[config.mk]
export PLATFORM = sky130hd
export DESIGN_NAME = core_trace_buffer_flat
export DESIGN_NICKNAME = d
export VERILOG_FILES = /design/src/rtl/core_trace_buffer_if.sv /design/src/rtl/core_trace_buffer.sv /design/src/flat_wrapper.sv
export SDC_FILE = /design/constraint.sdc
export NUM_CORES = 2
export LEC_CHECK = 0
export CAP_MARGIN = 20
export CORE_UTILIZATION = 45
export CTS_CLUSTER_SIZE = 25
export DETAILED_ROUTE_END_ITERATION = 7
export GPL_ROUTABILITY_DRIVEN = 0
export HOLD_SLACK_MARGIN = 0.1
export PLACE_DENSITY = 0.65
export SLEW_MARGIN = 20
export SYNTH_ARGS = -nofsm -noshare
export SYNTH_HDL_FRONTEND = slang
export SYNTH_SLANG_ARGS = --single-unit
[constraint.sdc]
create_clock -name clk -period 6.2 [get_ports clk]
set_input_delay 0.62 -clock clk [delete_from_list [all_inputs] [get_ports clk]]
set_output_delay 0.62 -clock clk [all_outputs]
set_load 0.02 [all_outputs]
[src/rtl/core_trace_buffer_if.sv]
// Bundle of control, sample, trigger and readout signals for core_trace_buffer.
// master drives stimulus and consumes readout; slave is the trace buffer.
interface core_trace_buffer_if #(
    parameter int DATA_W = 32,
    parameter int DEPTH  = 64
);
    localparam int CW = $clog2(DEPTH) + 1;

    logic              arm;
    logic              abort;
    logic              sample_en;
    logic [DATA_W-1:0] pc_in;
    logic [DATA_W-1:0] data_in;
    logic              trig_en;
    logic [DATA_W-1:0] trig_pc;
    logic              trig_force;
    logic              armed;
    logic              triggered;
    logic              done;
    logic [CW-1:0]     count;
    logic              rd_start;
    logic              rd_valid;
    logic              rd_ready;
    logic [DATA_W-1:0] rd_pc;
    logic [DATA_W-1:0] rd_data;
    logic              rd_last;

    modport master (
        output arm, abort, sample_en, pc_in, data_in, trig_en, trig_pc, trig_force,
        output rd_start, rd_ready,
        input  armed, triggered, done, count, rd_valid, rd_pc, rd_data, rd_last
    );

    modport slave (
        input  arm, abort, sample_en, pc_in, data_in, trig_en, trig_pc, trig_force,
        input  rd_start, rd_ready,
        output armed, triggered, done, count, rd_valid, rd_pc, rd_data, rd_last
    );
endinterface

[src/rtl/core_trace_buffer.sv]
// Triggerable circular trace of {pc, data} retire samples, read back oldest-first.
// state | meaning
// IDLE  | no capture; waits for arm
// ARMED | capturing pre-trigger history, watching for a hit
// POST  | trigger seen; capturing post_cnt more samples
// DONE  | buffer frozen; waits for rd_start
// READ  | streaming the window out over rd_valid/rd_ready
module core_trace_buffer #(
    parameter int DATA_W    = 32,
    parameter int DEPTH     = 64,
    parameter int POST_TRIG = 16
) (
    input  logic                clk,
    input  logic                rst,
    core_trace_buffer_if.slave  bus
);
    localparam int AW = $clog2(DEPTH);
    localparam int CW = AW + 1;

    typedef enum logic [2:0] {S_IDLE, S_ARMED, S_POST, S_DONE, S_READ} state_t;

    state_t            r_state;
    logic [DATA_W-1:0] r_mem_pc   [DEPTH];
    logic [DATA_W-1:0] r_mem_data [DEPTH];
    logic [AW-1:0]     r_wr_ptr;
    logic [AW-1:0]     r_rd_ptr;
    logic [AW-1:0]     r_post_cnt;
    logic [CW-1:0]     r_count;
    logic [CW-1:0]     r_rd_rem;
    logic              r_armed;
    logic              r_triggered;
    logic              r_done;
    logic              r_rd_valid;

    wire w_capturing = (r_state == S_ARMED) || (r_state == S_POST);
    wire w_wr_en     = w_capturing && bus.sample_en && !bus.abort;
    wire w_hit       = bus.sample_en &&
                       (bus.trig_force || (bus.trig_en && (bus.pc_in == bus.trig_pc)));
    wire [CW-1:0] w_count_inc = (r_count == CW'(DEPTH)) ? r_count : r_count + CW'(1);

    // Buffer contents are deliberately left unreset.
    always_ff @(posedge clk) begin
        if (w_wr_en) begin
            r_mem_pc[r_wr_ptr]   <= bus.pc_in;
            r_mem_data[r_wr_ptr] <= bus.data_in;
        end
    end

    always_ff @(posedge clk or posedge rst) begin
        if (rst) begin
            r_state     <= S_IDLE;
            r_wr_ptr    <= '0;
            r_rd_ptr    <= '0;
            r_post_cnt  <= '0;
            r_count     <= '0;
            r_rd_rem    <= '0;
            r_armed     <= 1'b0;
            r_triggered <= 1'b0;
            r_done      <= 1'b0;
            r_rd_valid  <= 1'b0;
        end else if (bus.abort) begin
            r_state     <= S_IDLE;
            r_wr_ptr    <= '0;
            r_count     <= '0;
            r_armed     <= 1'b0;
            r_triggered <= 1'b0;
            r_done      <= 1'b0;
            r_rd_valid  <= 1'b0;
        end else begin
            case (r_state)
                S_IDLE: begin
                    if (bus.arm) begin
                        r_state  <= S_ARMED;
                        r_wr_ptr <= '0;
                        r_count  <= '0;
                        r_armed  <= 1'b1;
                    end
                end
                S_ARMED: begin
                    if (bus.sample_en) begin
                        r_wr_ptr <= r_wr_ptr + AW'(1);
                        r_count  <= w_count_inc;
                        if (w_hit) begin
                            r_armed <= 1'b0;
                            if (POST_TRIG == 0) begin
                                r_state <= S_DONE;
                                r_done  <= 1'b1;
                            end else begin
                                r_state     <= S_POST;
                                r_post_cnt  <= AW'(POST_TRIG);
                                r_triggered <= 1'b1;
                            end
                        end
                    end
                end
                S_POST: begin
                    if (bus.sample_en) begin
                        r_wr_ptr   <= r_wr_ptr + AW'(1);
                        r_count    <= w_count_inc;
                        r_post_cnt <= r_post_cnt - AW'(1);
                        if (r_post_cnt == AW'(1)) begin
                            r_state     <= S_DONE;
                            r_triggered <= 1'b0;
                            r_done      <= 1'b1;
                        end
                    end
                end
                S_DONE: begin
                    if (bus.rd_start) begin
                        // A full buffer has wrapped, so the oldest entry sits at wr_ptr.
                        r_state    <= S_READ;
                        r_rd_ptr   <= (r_count == CW'(DEPTH)) ? r_wr_ptr : '0;
                        r_rd_rem   <= r_count;
                        r_rd_valid <= 1'b1;
                    end
                end
                S_READ: begin
                    if (bus.rd_ready) begin
                        r_rd_ptr <= r_rd_ptr + AW'(1);
                        r_rd_rem <= r_rd_rem - CW'(1);
                        if (r_rd_rem == CW'(1)) begin
                            r_state    <= S_IDLE;
                            r_rd_valid <= 1'b0;
                            r_done     <= 1'b0;
                        end
                    end
                end
                default: r_state <= S_IDLE;
            endcase
        end
    end

    assign bus.armed     = r_armed;
    assign bus.triggered = r_triggered;
    assign bus.done      = r_done;
    assign bus.count     = r_count;
    assign bus.rd_valid  = r_rd_valid;
    assign bus.rd_pc     = r_rd_valid ? r_mem_pc[r_rd_ptr]   : '0;
    assign bus.rd_data   = r_rd_valid ? r_mem_data[r_rd_ptr] : '0;
    assign bus.rd_last   = r_rd_valid && (r_rd_rem == CW'(1));

endmodule

[src/flat_wrapper.sv]
// flat-port wrapper written by rule: the top's interface ports become plain ports
module core_trace_buffer_flat 
#(
    parameter int DATA_W    = 32,
    parameter int DEPTH     = 64,
    parameter int POST_TRIG = 16
)
  (clk, rst, bus_arm, bus_abort, bus_sample_en, bus_pc_in, bus_data_in, bus_trig_en, bus_trig_pc, bus_trig_force, bus_rd_start, bus_rd_ready, bus_armed, bus_triggered, bus_done, bus_count, bus_rd_valid, bus_rd_pc, bus_rd_data, bus_rd_last);
  core_trace_buffer_if #(.DATA_W(DATA_W), .DEPTH(DEPTH)) bus_i ();
  input  logic clk;
  input  logic rst;
  input wire logic [$bits(bus_i.arm)-1:0] bus_arm;
  input wire logic [$bits(bus_i.abort)-1:0] bus_abort;
  input wire logic [$bits(bus_i.sample_en)-1:0] bus_sample_en;
  input wire logic [$bits(bus_i.pc_in)-1:0] bus_pc_in;
  input wire logic [$bits(bus_i.data_in)-1:0] bus_data_in;
  input wire logic [$bits(bus_i.trig_en)-1:0] bus_trig_en;
  input wire logic [$bits(bus_i.trig_pc)-1:0] bus_trig_pc;
  input wire logic [$bits(bus_i.trig_force)-1:0] bus_trig_force;
  input wire logic [$bits(bus_i.rd_start)-1:0] bus_rd_start;
  input wire logic [$bits(bus_i.rd_ready)-1:0] bus_rd_ready;
  output wire logic [$bits(bus_i.armed)-1:0] bus_armed;
  output wire logic [$bits(bus_i.triggered)-1:0] bus_triggered;
  output wire logic [$bits(bus_i.done)-1:0] bus_done;
  output wire logic [$bits(bus_i.count)-1:0] bus_count;
  output wire logic [$bits(bus_i.rd_valid)-1:0] bus_rd_valid;
  output wire logic [$bits(bus_i.rd_pc)-1:0] bus_rd_pc;
  output wire logic [$bits(bus_i.rd_data)-1:0] bus_rd_data;
  output wire logic [$bits(bus_i.rd_last)-1:0] bus_rd_last;
  assign bus_i.arm = bus_arm;
  assign bus_i.abort = bus_abort;
  assign bus_i.sample_en = bus_sample_en;
  assign bus_i.pc_in = bus_pc_in;
  assign bus_i.data_in = bus_data_in;
  assign bus_i.trig_en = bus_trig_en;
  assign bus_i.trig_pc = bus_trig_pc;
  assign bus_i.trig_force = bus_trig_force;
  assign bus_i.rd_start = bus_rd_start;
  assign bus_i.rd_ready = bus_rd_ready;
  assign bus_armed = bus_i.armed;
  assign bus_triggered = bus_i.triggered;
  assign bus_done = bus_i.done;
  assign bus_count = bus_i.count;
  assign bus_rd_valid = bus_i.rd_valid;
  assign bus_rd_pc = bus_i.rd_pc;
  assign bus_rd_data = bus_i.rd_data;
  assign bus_rd_last = bus_i.rd_last;
  core_trace_buffer #(.DATA_W(DATA_W), .DEPTH(DEPTH), .POST_TRIG(POST_TRIG)) u_core (.clk(clk), .rst(rst), .bus(bus_i));
endmodule
# ---- Word-level counts from Yosys, hierarchy flattened
# Memories as Yosys holds them, arrays and structs flattened.
# Cells that the tools add are included.
dict set report classes {
  n_addsub 5
  eq_ne 23
  mux 54
  n_bitwise 1
  reduce_logical 26
}
# op n
set op_table {}
lappend op_table {{32-bit two-way mux} 2}
lappend op_table {{6-bit two-way mux} 9}
lappend op_table {{7-bit two-way mux} 6}
lappend op_table {{6-bit one-hot mux with 2 select lines} 3}
lappend op_table {{32-bit == test} 1}
lappend op_table {{7-bit one-hot mux with 2 select lines} 2}
lappend op_table {{3-bit two-way mux} 9}
lappend op_table {{3-bit != test, second input constant} 7}
lappend op_table {{1-bit two-way mux} 18}
lappend op_table {{4-bit AND reduction} 4}
lappend op_table {{3-bit one-hot mux with 5 select lines} 1}
lappend op_table {{5-bit AND reduction} 3}
lappend op_table {{3-bit nonzero test} 5}
lappend op_table {{6-bit by 1-bit adder with 6-bit output, second input constant} 2}
lappend op_table {{2-bit != test, second input constant} 4}
lappend op_table {{1-bit one-hot mux with 2 select lines} 4}
lappend op_table {{8-bit AND reduction} 1}
lappend op_table {{7-bit by 1-bit adder with 7-bit output, second input constant} 1}
lappend op_table {{7-bit by 1-bit == test with 1-bit output, second input constant} 1}
lappend op_table {{7-bit == test, second input constant} 1}
lappend op_table {{7-bit by 1-bit subtractor with 7-bit output, second input constant} 1}
lappend op_table {{3-bit by 2-bit == test with 1-bit output, second input constant} 2}
lappend op_table {{6-bit by 1-bit == test with 1-bit output, second input constant} 1}
lappend op_table {{3-bit by 2-bit != test with 1-bit output, second input constant} 2}
lappend op_table {{13 further kinds} 19}
dict set report totals {
  ff_bits 39
  ram_bits 4096
  input_bits 105
  out_inout_bits 76
  wordCells 121
  memories 2
}
# memory depth width rd rd_ports_with_merged_regs wr line_no
set memory_table {}
lappend memory_table {u_core.r_mem_data 64 32 1 0 1 core_trace_buffer.sv:24} ;# logic [DATA_W-1:0] r_mem_data [DEPTH];
lappend memory_table {u_core.r_mem_pc 64 32 1 0 1 core_trace_buffer.sv:23} ;# logic [DATA_W-1:0] r_mem_pc [DEPTH];

# ---- Longest topological paths before layout
dict set report depth {
  word_depth 8
  ltp_mapped 9
  mapped_depth_nobuf 8
}

# ---- Worst setup path before layout
# OpenSTA, ideal clock, no wires.
dict set report synth_timing {
  path_type {flip-flop to flip-flop}
  start {register u_core.r_state[1]}
  end {memory u_core.r_mem_data[43][0], enable pin}
  setup_time_ns 0.487
  arrival_ns 4.359
  t_required_ns 5.713
  setup_slack_ns 1.355
  stages_incl_launch_ff 8
  path_buffers 2
  synth_period_minus_slack_ns 4.845
  cell_sequence {dfrtp_1 -> nand2b_1 -> a211o_1 -> buf_2 -> nor2_2 -> buf_2 -> nand4b_2 -> nor2_1}
}
dict set report synth_between {
  elab_chain_cells 6
  word_cells_on_any_way 7
  classes_between {eq/ne: 2; mux: 2; reduce/logical: 3}
}
# element line_no
set synth_lines {}
lappend synth_lines {{start: declaration} core_trace_buffer.sv:22} ;# state_t r_state;
lappend synth_lines {{start signal: assignment} core_trace_buffer.sv:51} ;# r_state <= S_IDLE;
lappend synth_lines {{start signal: assignment} core_trace_buffer.sv:62} ;# r_state <= S_IDLE;
lappend synth_lines {{start signal: assignment} core_trace_buffer.sv:73} ;# r_state <= S_ARMED;
lappend synth_lines {{3-bit by 1-bit == test with 1-bit output or 3-bit by 2-bit == test with 1-bit output (tied branches)} core_trace_buffer.sv:35} ;# wire w_capturing = (r_state == S_ARMED) || (r_state == S_POST);
lappend synth_lines {{1-bit logical OR *} core_trace_buffer.sv:35}
lappend synth_lines {{1-bit logical AND * (2 in a row)} core_trace_buffer.sv:36} ;# wire w_wr_en = w_capturing && bus.sample_en && !bus.abort;
lappend synth_lines {{1-bit two-way mux *} core_trace_buffer.sv:43} ;# if (w_wr_en) begin
lappend synth_lines {{1-bit two-way mux (implied by the code) *} core_trace_buffer.sv:45} ;# r_mem_data[r_wr_ptr] <= bus.data_in;
lappend synth_lines {{end: declaration} core_trace_buffer.sv:24}
# Every way passes the cells marked *; elsewhere a longest branch is shown, timed or not.

# ---- Worst setup path in the final report
dict set report layout_timing {
  start {register u_core.r_rd_ptr[0]}
  end {output bus_rd_data[31]}
}
dict set report layout_between {
  elab_chain_cells 2
}
# element line_no
set layout_lines {}
lappend layout_lines {{start: declaration} core_trace_buffer.sv:26} ;# logic [AW-1:0] r_rd_ptr;
lappend layout_lines {{start signal: assignment} core_trace_buffer.sv:112} ;# r_rd_ptr <= (r_count == CW'(DEPTH)) ? r_wr_ptr : '0;
lappend layout_lines {{start signal: assignment} core_trace_buffer.sv:119} ;# r_rd_ptr <= r_rd_ptr + AW'(1);
lappend layout_lines {{memory read 64 x 32 bit} --}
lappend layout_lines {{32-bit two-way mux} core_trace_buffer.sv:139} ;# assign bus.rd_data = r_rd_valid ? r_mem_data[r_rd_ptr] : '0;
lappend layout_lines {{end: declaration} flat_wrapper.sv:28} ;# output wire logic [$bits(bus_i.rd_data)-1:0] bus_rd_data;
# Every way passes these cells.

==> metrics.log <==
[metrics] post-DR wirelength/cell: 35.0 µm
[metrics] total detailed-routing wirelength: 431 mm
[metrics] nets in the synthesized netlist: 7002
[metrics] Storage cell area: 0.124 mm²
[metrics] clock input transition at the sequential cells of the worst setup and hold paths: 0.06 ns
[metrics] number of fillers in the final layout: 26485
[metrics] Die Height: 592 µm
[metrics] die boundary width: 592 µm
[metrics] vias in the first global route: 79124
[metrics] Worst EP arrival: 5.13 ns
[metrics] TritonCTS clock tree: done
[metrics] die footprint: 0.351 mm²
[metrics] placement row count: 216
[metrics] internal power: 47.8 mW
[metrics] Worst Path Required: 5.58 ns
[metrics] sum of net half-perimeters after detailed placement: 227 mm
[metrics] top-level I/O count: 181
[metrics] proportion of layout cells with a drive suffix above 1: 0.265
[metrics] ordered list of cells on the worst path: buf_4 > buf_12 > mux4_2 > a22oi_1 > a21oi_1 > a21oi_1 > o22ai_1 > clkdlybuf4s50_1
[metrics] final setup fails: 0
[metrics] GRT Resource Usage Total: 0.244
[metrics] Critical Path Source Type: flop
[metrics] deepest level of the CTS H-tree: 5
[metrics] router iterations before antenna repair: 8
[metrics] commonest non-fill, non-tap cells in the layout: edfxtp_1, mux4_2, a22oi_1, clkbuf_16, a21oi_1
[metrics] critical path's slowest cell: dfrtp_4
[metrics] core area: 0.346 mm²
[metrics] source-to-sink clock delay at the later pin of the worst-skew pair: 0.97 ns
[metrics] number of max-cap violations: 0
[metrics] clock network power share: 0.379
[metrics] cell at the root of the clock tree: clkbuf_16
[metrics] final number of max-transition violations: 0
[metrics] Synth warnings: 0
[metrics] area taken by multi-input logic gates: 0.0316 mm²
[metrics] prevailing post-synth register cell: edfxtp_1
[metrics] final hold viol count: 0
[metrics] Starting Density: 0.453
[metrics] highest attainable clock frequency: 174 MHz
[metrics] post-route fraction of the period consumed by the critical path: 0.928
[metrics] CP dominant cell by count: a21oi_1
[metrics] combined area of all synthesized cells: 0.157 mm²
[metrics] ratio of routed vias to standard cells: 6.41
[metrics] Flop pwr share: 0.483
[metrics] ys async rst share: 0.00943
[metrics] kind of critical path: flop to output pin
[metrics] Switching Power: 16.6 mW
[metrics] relative contribution of combinational cells to total power: 0.138
[metrics] sequential cell area fraction in the yosys report: 0.790
[metrics] final-layout setup total negative slack: 0 ns
[metrics] most common library cell in the layout ignoring fill and taps: edfxtp_1
[metrics] share of the synthesized area in the top cell type: 0.784
[metrics] post-synth cell types: 59
[metrics] switching power share of the total: 0.258
[metrics] Least-Margin Pin Slew: 1.16 ns
[metrics] run status: complete, no violations
[metrics] static leakage power: 54.2 nW
[metrics] antenna violations before repair: 25
[metrics] Post-synth EDFFs: 4096
[metrics] Worst Clk Skew: 0.0677 ns
[metrics] largest net degree at the start of global routing: 100
[metrics] Critical Path Max Stage Delay: 0.97 ns
[metrics] clock sinks: 4135
[metrics] gr ovfl total: 0
[metrics] post-cts sizing count: 0
[metrics] wire length of the first global-routing pass: 601 mm
[metrics] Cells after Synth: 6889
[metrics] number of vias in the routed layout: 78922
[metrics] cells taking the most area after synthesis: edfxtp_1, mux4_2, a22oi_1
[metrics] flops & latches, synth: 4135
[metrics] CTS Buffer Depth: 4
[metrics] count of nets left with antenna violations after detail routing: 0
[metrics] post-route DRC violation count: 0
[metrics] post-layout minimum cycle time: 5.75 ns
[metrics] type of destination of the critical path: output pin
[metrics] worst-path maximum fanout: 36
[metrics] Num CTS Buffers: 410
[metrics] final std cells w/o fill: 12317
[metrics] HP Class: primary input to flop
[metrics] headroom to the max-slew limit: 0.229
[metrics] library cell with the largest summed area after synthesis: edfxtp_1
[metrics] RSZ-0062 raised after global routing: no
[metrics] placed cells: 11549
[metrics] total power divided by cell area: 358 mW/mm²
[metrics] count of buffers inserted at the top-level ports: 180
[metrics] Layout Nets: 7505
[metrics] growth of design area from synthesis to finish: 14.7%
[metrics] Iteration-0 DRC Markers: 10908
[metrics] average size of a mapped cell: 22.8 µm²
[metrics] Worst IR Drop VDD: 0.328 mV
[metrics] final hold slack: 0.119 ns
-- cell usage after synthesis (7+ instances only) --
| cell | number |
|---|---|
| nand3b_1 | 7 |
| mux4_2 | 1024 |
| a21oi_1 | 281 |
| a22oi_1 | 515 |
| nand2_1 | 152 |
| edfxtp_1 | 4096 |
| clkbuf_1 | 185 |
| nor2_1 | 89 |
| nand3_1 | 15 |
| dfrtp_1 | 39 |
| o21ai_0 | 34 |
| and3_1 | 7 |
| a31oi_1 | 9 |
| buf_4 | 15 |
| ha_1 | 8 |
| buf_1 | 54 |
| o22ai_1 | 70 |
| nor3_1 | 17 |
| xnor2_1 | 25 |
| inv_1 | 25 |
| nand4_1 | 11 |
| buf_2 | 148 |
-- power by group through the flow --
stage / Clock, mW / Combinational (mW) / Sequential [mW]
floorplan: 0 / 4.75 / 31.5
global placement: 0 / 8.74 / 31.6
detailed placement: 0 / 8.79 / 31.7
CTS: 24.7 / 8.82 / 31.1
global route: 25.7 / 9.34 / 31.1
finish: 24.4 / 8.89 / 31.1
-- timing repair --
item | CTS | global route
buffers inserted | 0 | 0
endpoints found under the hold margin | 1 | 12
hold buffers | 1 | 1
-- per-layer routing --
layer  wire length [µm]  global-route usage  vias to the layer above
met5                 21                   0                        -
met4              14600              0.0775                        4
met3              43800              0.0479                      735
met2             204000               0.386                     4714
met1             169000               0.345                    42791
li1                   -                   -                    30678
-- state kept, by name, summed over array words and instances, names as in the netlist --
| name | flops |
|---|---|
| u_core.r_rd_ptr | 6 |
| u_core.r_post_cnt | 6 |
| u_core.bus.triggered | 1 |
| u_core.r_mem_data | 2048 |
| u_core.bus.rd_valid | 1 |
| u_core.bus.count | 7 |
| u_core.r_wr_ptr | 6 |
| u_core.bus.armed | 1 |
| u_core.r_state | 3 |
| u_core.r_mem_pc | 2048 |
| u_core.bus.done | 1 |
| u_core.r_rd_rem | 7 |
-- worst max-delay path: cells and delay by family, from the launching register on --
family	cells	cell delay, ns
muxes	1	0.30
DFF	1	0.97
buffers and inverters	3	1.40
AOI/OAI and AO/OA	4	1.47
-- path summary, 6_finish.rpt --
path | startpoint | endpoint | slack [ns] | cells past startpoint
max in group asynchronous | rst | u_core.r_rd_ptr[0] | 5.64 | 3
setup / recovery | u_core.r_rd_ptr[0] | bus_rd_data[31] | 0.45 | 8
hold reg to reg | u_core.r_post_cnt[0] | u_core.r_post_cnt[0] | 0.54 | 1
min in group asynchronous | rst | u_core.r_wr_ptr[2] | 0.14 | 3
setup reg to reg | u_core.r_state[1] | u_core.r_mem_data[36][27] | 1.70 | 7
hold / removal | bus_pc_in[7] | u_core.r_mem_pc[63][7] | 0.12 | 1
-- final cells by class --
cell class                      instances  area share
Sequential cell                      4135       0.689
Multi-Input combinational cell       2322       0.175
Clock buffer                          505      0.0596
Tap cell                             4578      0.0318
Timing Repair Buffer                  498      0.0304
Clock inverter                        247      0.0133
Inverter                               25    0.000521
Antenna cell                            7   0.0000973
-- through the flow --
step	worst slack (ns)	util	cell area (µm²)	power (mW)
floorplan	1.35	-	157000	36.3
global placement	1.34	0.481	167000	40.4
detailed placement	1.29	0.481	167000	40.4
CTS	0.489	0.519	180000	64.6
global route	0.409	0.519	180000	66.1
finish	0.447	0.519	180000	64.4
-- kinds of logic (layout without fill, tap and decap cells) --
logic type	Yosys count	in the layout	synth area share
compound gates	939	939	0.0395
xor+xnor	26	26	0.00145
fa+ha+maj	8	8	0.000638
buf+inv	432	1275	0.0121
flops	4135	4135	0.790
mux	1028	1028	0.147
other cells	0	7	0
simple gates	321	321	0.00895
No activity file was read; power rests on OpenSTA's default activity.
